**config.mk**
```make
export PLATFORM = sky130hd
export DESIGN_NAME = synapse_scheduler
export DESIGN_NICKNAME = d
export VERILOG_FILES = /design/src/rtl/synapse_pkg.sv /design/src/rtl/synapse_weight_rf.sv /design/src/rtl/synapse_scheduler.sv
export SDC_FILE = /design/constraint.sdc
export NUM_CORES = 1
export LEC_CHECK = 0
export CORE_UTILIZATION = 54
export DETAILED_ROUTE_END_ITERATION = 6
export PLACE_DENSITY = 0.78
export SYNTH_ARGS = -nofsm -noshare
export SYNTH_HDL_FRONTEND = slang
export SYNTH_SLANG_ARGS = --single-unit
export TNS_END_PERCENT = 1
```
**constraint.sdc**
```tcl
create_clock -name clk_i -period 5.55 [get_ports clk_i]
set_clock_uncertainty 0.2 [all_clocks]
set_input_delay 1.11 -clock clk_i [delete_from_list [all_inputs] [get_ports clk_i]]
set_output_delay 1.11 -clock clk_i [all_outputs]
set_load 0.05 [all_outputs]
```
**src/rtl/synapse_pkg.sv**
```systemverilog
`default_nettype none
// ============================================================================
// Module      : synapse_pkg
// Description : Shared types and helpers for the time-multiplexed synapse
//               scheduler: FSM state encoding, default widths, accumulator
//               width formula and the accumulator-to-output saturation.
// Ports       : none (package)
// Revision    : 1.0 - initial release
// ============================================================================
package synapse_pkg;

  // Default geometry of one scheduler instance.
  localparam int SYN_DATA_W   = 8;
  localparam int SYN_N_INPUTS = 4;

  // Widest accumulator the saturation helpers accept.
  localparam int SAT_MAX_W = 64;

  typedef enum logic [1:0] {
    ST_IDLE  = 2'd0,
    ST_MUL   = 2'd1,
    ST_DRAIN = 2'd2,
    ST_OUT   = 2'd3
  } state_t;

  // Sum of N products of two data_w-bit operands needs 2*data_w bits plus
  // one bit per doubling of N, so this width can never overflow.
  function automatic int acc_width(input int data_w, input int idx_w);
    return 2 * data_w + idx_w;
  endfunction

  localparam int SYN_ACC_W = acc_width(SYN_DATA_W, $clog2(SYN_N_INPUTS));

  // Largest value representable in data_w bits.
  function automatic logic [SAT_MAX_W-1:0] max_of(input int unsigned data_w);
    return (SAT_MAX_W'(1) << data_w) - SAT_MAX_W'(1);
  endfunction

  // True when the accumulator does not fit in data_w bits.
  function automatic logic overflows(input logic [SAT_MAX_W-1:0] acc,
                                     input int unsigned          data_w);
    return acc > max_of(data_w);
  endfunction

  // Clamp the accumulator to all-ones of data_w bits; caller keeps the low
  // data_w bits of the result.
  function automatic logic [SAT_MAX_W-1:0] saturate(input logic [SAT_MAX_W-1:0] acc,
                                                     input int unsigned          data_w);
    return overflows(acc, data_w) ? max_of(data_w) : acc;
  endfunction

endpackage : synapse_pkg
`default_nettype wire

```
**src/rtl/synapse_weight_rf.sv**
```systemverilog
`default_nettype none
// ============================================================================
// Module      : synapse_weight_rf
// Description : N_INPUTS x DATA_W weight register file. One synchronous write
//               port, one combinational read port. A write and a read of the
//               same entry in one cycle returns the old weight.
// Ports       : clk_i, rst_i (async, active-high, clears all weights)
//               we_i / waddr_i / wdata_i : write port (out-of-range ignored)
//               raddr_i / rdata_o         : combinational read port
// Revision    : 1.0 - initial release
// ============================================================================
module synapse_weight_rf #(
  parameter int N_INPUTS = 4,
  parameter int DATA_W   = 8,
  parameter int IDX_W    = $clog2(N_INPUTS)
) (
  input  logic              clk_i,
  input  logic              rst_i,
  input  logic              we_i,
  input  logic [IDX_W-1:0]  waddr_i,
  input  logic [DATA_W-1:0] wdata_i,
  input  logic [IDX_W-1:0]  raddr_i,
  output logic [DATA_W-1:0] rdata_o
);

  logic [DATA_W-1:0] weights [N_INPUTS];

  // Only matters when N_INPUTS is not a power of two: addresses that the
  // port can express but that have no entry are dropped.
  logic addr_in_range;
  assign addr_in_range = ({1'b0, waddr_i} < (IDX_W+1)'(N_INPUTS));

  always_ff @(posedge clk_i or posedge rst_i) begin
    if (rst_i) begin
      for (int k = 0; k < N_INPUTS; k++) begin
        weights[k] <= '0;
      end
    end else if (we_i && addr_in_range) begin
      weights[waddr_i] <= wdata_i;
    end
  end

  assign rdata_o = weights[raddr_i];

endmodule : synapse_weight_rf
`default_nettype wire

```
**src/rtl/synapse_scheduler.sv**
```systemverilog
`default_nettype none
// ============================================================================
// Module      : synapse_scheduler
// Description : Shares one registered DATA_W x DATA_W multiplier across
//               N_INPUTS input/weight pairs. Accepts a packed input vector,
//               multiplies each element by its stored weight one per cycle,
//               accumulates, and presents a saturated DATA_W-bit sum.
// Ports       : clk_i, rst_i            : clock, async active-high reset
//               weight_we_i/addr_i/data_i : weight register file write port
//               in_valid_i/in_ready_o/in_data_i : input vector handshake
//               out_valid_o/out_ready_i/out_data_o/out_sat_o : result handshake
//               busy_o                   : FSM not idle
// Revision    : 1.0 - initial release
// ============================================================================
module synapse_scheduler
  import synapse_pkg::*;
#(
  parameter int N_INPUTS = SYN_N_INPUTS,
  parameter int DATA_W   = SYN_DATA_W,
  parameter int IDX_W    = $clog2(N_INPUTS),
  parameter int ACC_W    = acc_width(DATA_W, IDX_W)
) (
  input  logic                       clk_i,
  input  logic                       rst_i,
  input  logic                       weight_we_i,
  input  logic [IDX_W-1:0]           weight_addr_i,
  input  logic [DATA_W-1:0]          weight_data_i,
  input  logic                       in_valid_i,
  output logic                       in_ready_o,
  input  logic [N_INPUTS*DATA_W-1:0] in_data_i,
  output logic                       out_valid_o,
  input  logic                       out_ready_i,
  output logic [DATA_W-1:0]          out_data_o,
  output logic                       out_sat_o,
  output logic                       busy_o
);

  localparam logic [IDX_W-1:0] IDX_LAST = IDX_W'(N_INPUTS - 1);

  state_t                    state;
  logic [N_INPUTS*DATA_W-1:0] data_vec;
  logic [IDX_W-1:0]          idx;
  logic [2*DATA_W-1:0]       prod;
  logic [ACC_W-1:0]          acc;
  logic                      out_valid;
  logic [DATA_W-1:0]         out_data;
  logic                      out_sat;

  logic [DATA_W-1:0]         cur_data;
  logic [DATA_W-1:0]         cur_weight;
  logic [2*DATA_W-1:0]       prod_next;
  logic [ACC_W-1:0]          acc_sum;
  logic [SAT_MAX_W-1:0]      acc_wide;
  logic [SAT_MAX_W-1:0]      sat_wide;
  logic                      acc_over;

  // Weights are read live: the entry for idx is whatever the register file
  // holds in the cycle that index is multiplied.
  synapse_weight_rf #(
    .N_INPUTS (N_INPUTS),
    .DATA_W   (DATA_W),
    .IDX_W    (IDX_W)
  ) u_weight_rf (
    .clk_i   (clk_i),
    .rst_i   (rst_i),
    .we_i    (weight_we_i),
    .waddr_i (weight_addr_i),
    .wdata_i (weight_data_i),
    .raddr_i (idx),
    .rdata_o (cur_weight)
  );

  assign cur_data  = data_vec[idx*DATA_W +: DATA_W];
  assign prod_next = (2*DATA_W)'(cur_data) * (2*DATA_W)'(cur_weight);
  assign acc_sum   = acc + ACC_W'(prod);

  assign acc_wide  = SAT_MAX_W'(acc_sum);
  assign sat_wide  = saturate(acc_wide, DATA_W);
  assign acc_over  = overflows(acc_wide, DATA_W);

  always_ff @(posedge clk_i or posedge rst_i) begin
    if (rst_i) begin
      state     <= ST_IDLE;
      data_vec  <= '0;
      idx       <= '0;
      prod      <= '0;
      acc       <= '0;
      out_valid <= 1'b0;
      out_data  <= '0;
      out_sat   <= 1'b0;
    end else begin
      case (state)
        ST_IDLE: begin
          if (in_valid_i) begin
            data_vec <= in_data_i;
            acc      <= '0;
            idx      <= '0;
            state    <= ST_MUL;
          end
        end

        ST_MUL: begin
          prod <= prod_next;
          // The product register is empty during the first MUL cycle.
          if (idx != '0) begin
            acc <= acc_sum;
          end
          if (idx == IDX_LAST) begin
            state <= ST_DRAIN;
          end else begin
            idx <= idx + IDX_W'(1);
          end
        end

        ST_DRAIN: begin
          // Fold in the final product and capture the result in one step so
          // the output is ready the same edge out_valid rises.
          acc       <= acc_sum;
          out_data  <= sat_wide[DATA_W-1:0];
          out_sat   <= acc_over;
          out_valid <= 1'b1;
          state     <= ST_OUT;
        end

        ST_OUT: begin
          if (out_ready_i) begin
            out_valid <= 1'b0;
            state     <= ST_IDLE;
          end
        end

        default: state <= ST_IDLE;
      endcase
    end
  end

  // Gated by rst_i so no upstream transfer appears to complete during reset.
  assign in_ready_o  = (state == ST_IDLE) && !rst_i;
  assign busy_o      = (state != ST_IDLE);
  assign out_valid_o = out_valid;
  assign out_data_o  = out_data;
  assign out_sat_o   = out_sat;

endmodule : synapse_scheduler
`default_nettype wire

```
==> out/qor.csv, run 1 <==
stage,metric,value,unit
synth,ys_ff_latch,112,
sta,setup_viol,0,
synth,synth.cells.most_frequent,"dfrtp_1 (112), mux2_2 (75), inv_1 (70)",
cells_and_area,final_core_util,64.97,%
setup_path,worstPathArrival,5410,ps
setup_path,crit_path_max_incr_delay,610,ps
worst_hold_path,hold_class,reg2reg,
cells_and_area,fin_nets,888,
die,die_w,120.7,microns
cells_and_area,finalInstanceArea,0.008775,sq mm
route,wl_per_cell,17.41,microns
grt,grt_overflow,0,
synth,synth_most_common_cell,dfrtp_1,
outcome,status,"finished, final reports clean",
placement,place_hpwl,12210,microns
sta,period_share,96.63,%
clock_network,cts_sinks,112,
synth,synth_largest_area_cell,dfrtp_1,
setup_path,cp-end-kind,register,
cells_and_area,layout-drive-gt1-share,17.33,%
clock_network,cts_tree,built,
die,ioPinCount,59,
route,wl_met2,7859,microns
route,viasPerCell,5.756,
cells_and_area,syn2layout_area_growth,15.38,%
clock_network,clock_latency,360,ps
sta,drv_slew,0,
synth,synth_ff_type,dfrtp_1,
die,fp.coreArea,0.01351,sq mm
synth,synth_fp_nets,825,
clock_network,cts_hold_buf,0,
route,met3WireLength,566,microns
setup_path,cp.required,5600,ps
sta,timing.slew.headroom,16.23,%
sta,hold_ws,297.1,ps
setup_path,cp_cell_sequence,buf_12 > mux4_2 > and2_1 > fa_1 > fa_1 > fa_1 > inv_1 > fa_1 > inv_1 > ha_1 > a21o_1 > a31o_2 > a41oi_2 > nor2b_2 > xnor2_1 > mux2_2,
grt,grt_max_degree,83,
clock_network,cts.path.max_buffers,2,
placement,place_congestion,0.8550,
synth,synthDistinctLibCells,53,
placement,io_buffer_count,58,
route,drc,0,
route,ant_nets,0,
grt,grt_pass1_wl,27590,microns
cells_and_area,antennaDiodeCount,0,
synth,yosysWarnings,0,
synth,synth_enable_flop_cells,0,
setup_path,criticalPathCategory,reg2reg,
sta,tightest_slew,1254,ps
placement,dpl_cell_area,0.008414,sq mm
synth,synth_top_area_share,36.85,%
die,dieHeight,120.7,microns
clock_network,cts_buffers,9,
setup_path,crit_family,adder cells,
grt,grt_pass1_vias,5698,
route,drt_pass1_iterations,4,
clock_network,root_buffer,clkbuf_16,
die,rows,42,
route,routed_wl,16130,microns
run,drv_cap,0,
grt,antenna_found_initial,0,
setup_path,crit_top_cell,fa_1,
route,top_layer,met4,
clock_network,h-tree-depth,3,
synth,synth-seq-area-share,36.85,%
setup_path,crit_slowest_cell,mux4_2,
clock_network,cts.clk_slew.worst_paths,80,ps
die,start_util,56.31,%
synth,syn_inst,683,
synth,ys_top_cells_by_area,"dfrtp_1 (37%), mux2_2 (11%), fa_1 (9.7%), ha_1 (9.5%), mux4_2 (4.7%)",
grt,grtUsageTotal,24.17,%
sta,hold_viol,0,
sta,max_freq,0.1865,GHz
setup_path,cp_max_fo,15,
setup_path,cp-start-kind,register,
route,first_iter_violations,374,
sta,tns,0,ps
synth,netlist_area,0.007605,sq mm
die,die_area,0.01456,sq mm
synth,syn-mean-instance-area,11.13,sq um
setup_path,cp.buffers_inverters,3,
route,wl_met1,7403,microns
route,vias,5330,
synth,async_flop_share,100.0,%
sta,finalCriticalPeriod,5363,ps
sta,rsz0062_at_grt,false,
[per-layer routing]
layer  up-vias  global-route usage, %
li1       2499                      -
met1      2682                  31.90
met2       123                  41.24
met3        26                  3.585
met4         0                  7.485
met5         -                      0
[path summary, 6_finish.rpt]
check / slack, ps / cells past startpoint / startpoint / to
setup / recovery: 190 / 16 / idx[0] / prod[12]
hold / removal: 300 / 2 / acc[8] / acc[8]
setup reg to reg: 190 / 16 / idx[0] / prod[12]
hold reg to reg: 300 / 2 / acc[8] / acc[8]
max in group asynchronous: 3000 / 3 / rst_i / idx[1]
min in group asynchronous: 1180 / 2 / rst_i / data_vec[25]
[cell usage in the layout, fill, tap and decap left out, types with 5 or more instances in the layout]
master           instances
mux2_2                  75
a22o_1                   6
clkdlybuf4s50_1         58
buf_4                   10
inv_1                   69
o21ai_0                 23
and2_1                  51
nor2_1                  26
and3_1                   5
xnor2_1                 16
fa_1                    37
a21oi_1                 27
ha_1                    58
nand2_1                 47
nor3_1                   7
mux4_2                  16
nand3_1                 13
dfrtp_1                111
a21o_1                  10
o31ai_1                  7
clkbuf_16                9
xor2_1                   5
[worst min-delay path: stages, from the launching register on]
cell and delay [ps]:
dfrtp_1 350, nand2_1 50, o21ai_0 70
[registers in the layout (all words and copies together), names as in the netlist]
register	count
data_vec	32
prod	16
idx	2
state	2
out_valid_o	1
out_sat_o	1
u_weight_rf.weights	32
out_data_o	8
acc	18
[cells by family after synthesis]
group	share of synthesized area [%]
fa+ha+maj	19.28
mux	16.11
simple gates	11.43
flops	36.85
xor+xnor	2.418
compound gates	9.609
buf+inv	4.294
[stage by stage]
step	setup WS, ps	std cells
after floorplan	15.31	683
after global placement	204.0	907
after detailed placement	138.7	907
after CTS	98.64	922
after global routing	7.057	926
final	187.2	926
[area by class of cell]
class | instances | area (sq um)
flip-flops and latches | 112 | 2804
inverters | 70 | 265.3
well taps | 176 | 220.2
clock buffers | 9 | 225.2
multi-input cells | 484 | 4491
repair buffers | 69 | 675.6
fillers | 976 | 4731
clock inverters | 6 | 93.84
[timing repair]
| action | in CTS | in global routing |
|---|---|---|
| gates resized for setup | 0 | 4 |
| setup endpoints to repair | 0 | 4 |
| buffers inserted | 0 | 4 |
Power of run 1 is left out: the tool's default activity adds up to more than one toggle a clock period on the data nets, which glitch-free logic cannot reach.
==> run 2, diff against run 1 <==
--- a/config.mk
+++ b/config.mk
@@ -5,9 +5,10 @@
 export SDC_FILE = /design/constraint.sdc
 export NUM_CORES = 1
 export LEC_CHECK = 0
-export CORE_UTILIZATION = 54
+export CORE_UTILIZATION = 53
 export DETAILED_ROUTE_END_ITERATION = 6
-export PLACE_DENSITY = 0.78
+export PLACE_DENSITY = 0.76
+export SETUP_SLACK_MARGIN = 0.2
 export SYNTH_ARGS = -nofsm -noshare
 export SYNTH_HDL_FRONTEND = slang
 export SYNTH_SLANG_ARGS = --single-unit
==> run 2 against run 1 <==
  * Global-route usage down 0.33 points
  * Clock-buffer cell count rose by 1
  * Critical path depth grew 1
  * Non-clock buffer count grew 14
  * Die area grew 1.9%
  * Worst hold slack worse by 1.3 ps
==> out/qor.csv, run 2 (synthesized netlist as in run 1, its figures left out) <==
stage,metric,value,unit,change
grt,busiest_layer,met2,,
placement,place_congestion,0.8639,,+1.0%
clock_network,cts_hold_buf,0,,unchanged
grt,grt_pass1_vias,5707,,+0.16%
clock_network,h-tree-depth,3,,unchanged
die,die_area,0.01483,sq mm,+1.9%
grt,antenna_found_initial,0,,unchanged
run,drv_cap,0,,unchanged
sta,finalCriticalPeriod,5220,ps,-142.5 ps
grt,use_met3,3.511,%,-0.074 points
setup_path,cp.required,5590,ps,about the same
sta,rsz0062_at_grt,true,,
route,wl_per_cell,17.30,microns,-0.63%
clock_network,cts.clk_slew.worst_paths,80,ps,about the same
route,drt_pass1_iterations,5,,+1
die,dieHeight,121.8,microns,+0.92%
route,first_iter_violations,321,,-14%
sta,max_freq,0.1916,GHz,+2.7%
grt,grt_max_degree,75,,-9.6%
cells_and_area,antennaDiodeCount,0,,unchanged
clock_network,cts_buffers,9,,unchanged
route,vias,5410,,+1.5%
cells_and_area,syn2layout_area_growth,17.95,%,
cells_and_area,reg.largest.list,"data_vec (32), u_weight_rf.weights (32), acc (18)",,
placement,io_buffer_count,58,,unchanged
setup_path,worst-r2r-cell-count,17,,+1
route,routed_wl,16350,microns,+1.4%
die,ioPinCount,59,,unchanged
setup_path,worstPathArrival,5260,ps,-150 ps
cells_and_area,layout-drive-gt1-share,20.92,%,+3.6 points
grt,grt_pass1_wl,27410,microns,-0.68%
grt,grtUsageTotal,23.84,%,-0.33 points
sta,tightest_slew,1041,ps,-213.0 ps
clock_network,cts_sinks,112,,unchanged
sta,drv_slew,0,,unchanged
grt,gr-usage-met2,41.24,%,about the same
setup_path,rrSetupSlack,330,ps,+140 ps
die,rows,43,,+2.4%
grt,grt_overflow,0,,unchanged
clock_network,cts.path.max_buffers,2,,unchanged
setup_path,criticalPathCategory,reg2reg,,
cells_and_area,fin_nets,902,,+1.6%
sta,period_share,94.06,%,-2.6 points
setup_path,cp-start-kind,register,,
worst_hold_path,hold_depth,2,,unchanged
die,die_w,121.8,microns,+0.92%
route,drc,0,,unchanged
cells_and_area,final_cell_mix,"dfrtp_1 (110), mux2_2 (75), inv_1 (68), clkdlybuf4s50_1 (58), ha_1 (54)",,
die,fp.coreArea,0.01393,sq mm,+3.2%
setup_path,cp_max_fo,8,,-7
clock_network,root_buffer,clkbuf_16,,
grt,use_met1,30.04,%,-1.9 points
sta,timing.slew.headroom,30.63,%,+14 points
cells_and_area,fill_cells,1056,,+8.2%
setup_path,cp-end-kind,register,,
die,start_util,54.57,%,-1.7 points
sta,setup_viol,0,,unchanged
worst_hold_path,hold_class,reg2reg,,
clock_network,cts_tree,built,,
route,ant_nets,0,,unchanged
clock_network,clock_latency,360,ps,about the same
sta,hold_viol,0,,unchanged
route,viasPerCell,5.725,,-0.54%
cells_and_area,final_common_cell,dfrtp_1,,
outcome,status,"finished, final reports clean",,
sta,tns,0,ps,unchanged
placement,place_hpwl,12150,microns,-0.56%
[run 2: worst paths after layout]
path,from,end
worst max-delay path,idx[0],prod[12]
max in group asynchronous,rst_i,u_weight_rf.weights[20]
worst min-delay path,out_sat_o,out_sat_o
min in group asynchronous,rst_i,acc[0]
worst max register to register,idx[0],prod[12]
worst min register to register,out_sat_o,out_sat_o
[run 2: timing repair]
item / 4_1_cts / 5_1_grt
pin swaps: 0 / 15
resized for setup: 2 / 23
endpoints found under the setup margin: 4 / 5
buffers inserted: 4 / 4
cloned: 0 / 1
[run 2: critical path, stage by stage, from the launching register on]
cell and delay [ps]:
dfrtp_2 420, buf_12 150, mux4_2 540, buf_4 160, and2_1 170, fa_1 520
fa_1 430, fa_1 490, inv_1 50, fa_1 530, inv_1 60, ha_4 260
a21o_1 170, a31o_2 240, a41oi_2 200, nor2b_4 190, xnor2_1 60, mux2_2 260
[run 2: final cells by class]
class / instances / area, sq um / share of cell area (%)
clock buffer: 10 / 229.0 / 2.553
inverter: 70 / 265.3 / 2.957
sequential: 112 / 2805 / 31.27
tap: 180 / 225.2 / 2.511
clock inverter: 6 / 45.04 / 0.5022
multi-input combinational: 484 / 4594 / 51.22
timing repair buffer: 83 / 805.8 / 8.983
[run 2: per-layer routing]
| metal | up-vias | wire length, microns | share of wire, % |
|---|---|---|---|
| met5 | - | 0 | 0 |
| met3 | 26 | 582 | 3.6 |
| met2 | 145 | 8365 | 51 |
| met1 | 2708 | 7036 | 43 |
| met4 | 0 | 366 | 2.2 |
| li1 | 2531 | - | - |
[run 2: per-stage QoR]
| stage | cells | setup WS (ps) | util (%) | hold WS (ps) | cell area, sq um |
|---|---|---|---|---|---|
| after floorplan | 683 | 228.1 | - | 252.6 | 7627 |
| after global placement | 920 | 199.6 | 60.91 | 266.1 | 8487 |
| after detailed placement | 920 | 116.4 | 60.91 | 275.4 | 8487 |
| after CTS | 940 | 193.8 | 63.19 | 292.7 | 8805 |
| after global routing | 945 | 131.2 | 64.37 | 320.0 | 8970 |
| final | 945 | 329.7 | 64.37 | 295.7 | 8970 |
Power of run 2 is left out for the same reason.
==> run 3, diff against run 2 <==
--- a/config.mk
+++ b/config.mk
@@ -9,6 +9,7 @@
 export DETAILED_ROUTE_END_ITERATION = 6
 export PLACE_DENSITY = 0.76
 export SETUP_SLACK_MARGIN = 0.2
+export SLEW_MARGIN = 0
 export SYNTH_ARGS = -nofsm -noshare
 export SYNTH_HDL_FRONTEND = slang
 export SYNTH_SLANG_ARGS = --single-unit
==> results of run 3 <==
Same layout as run 2: the final DEF is identical, and so are final timing and power.
Power of run 3 is left out for the same reason.
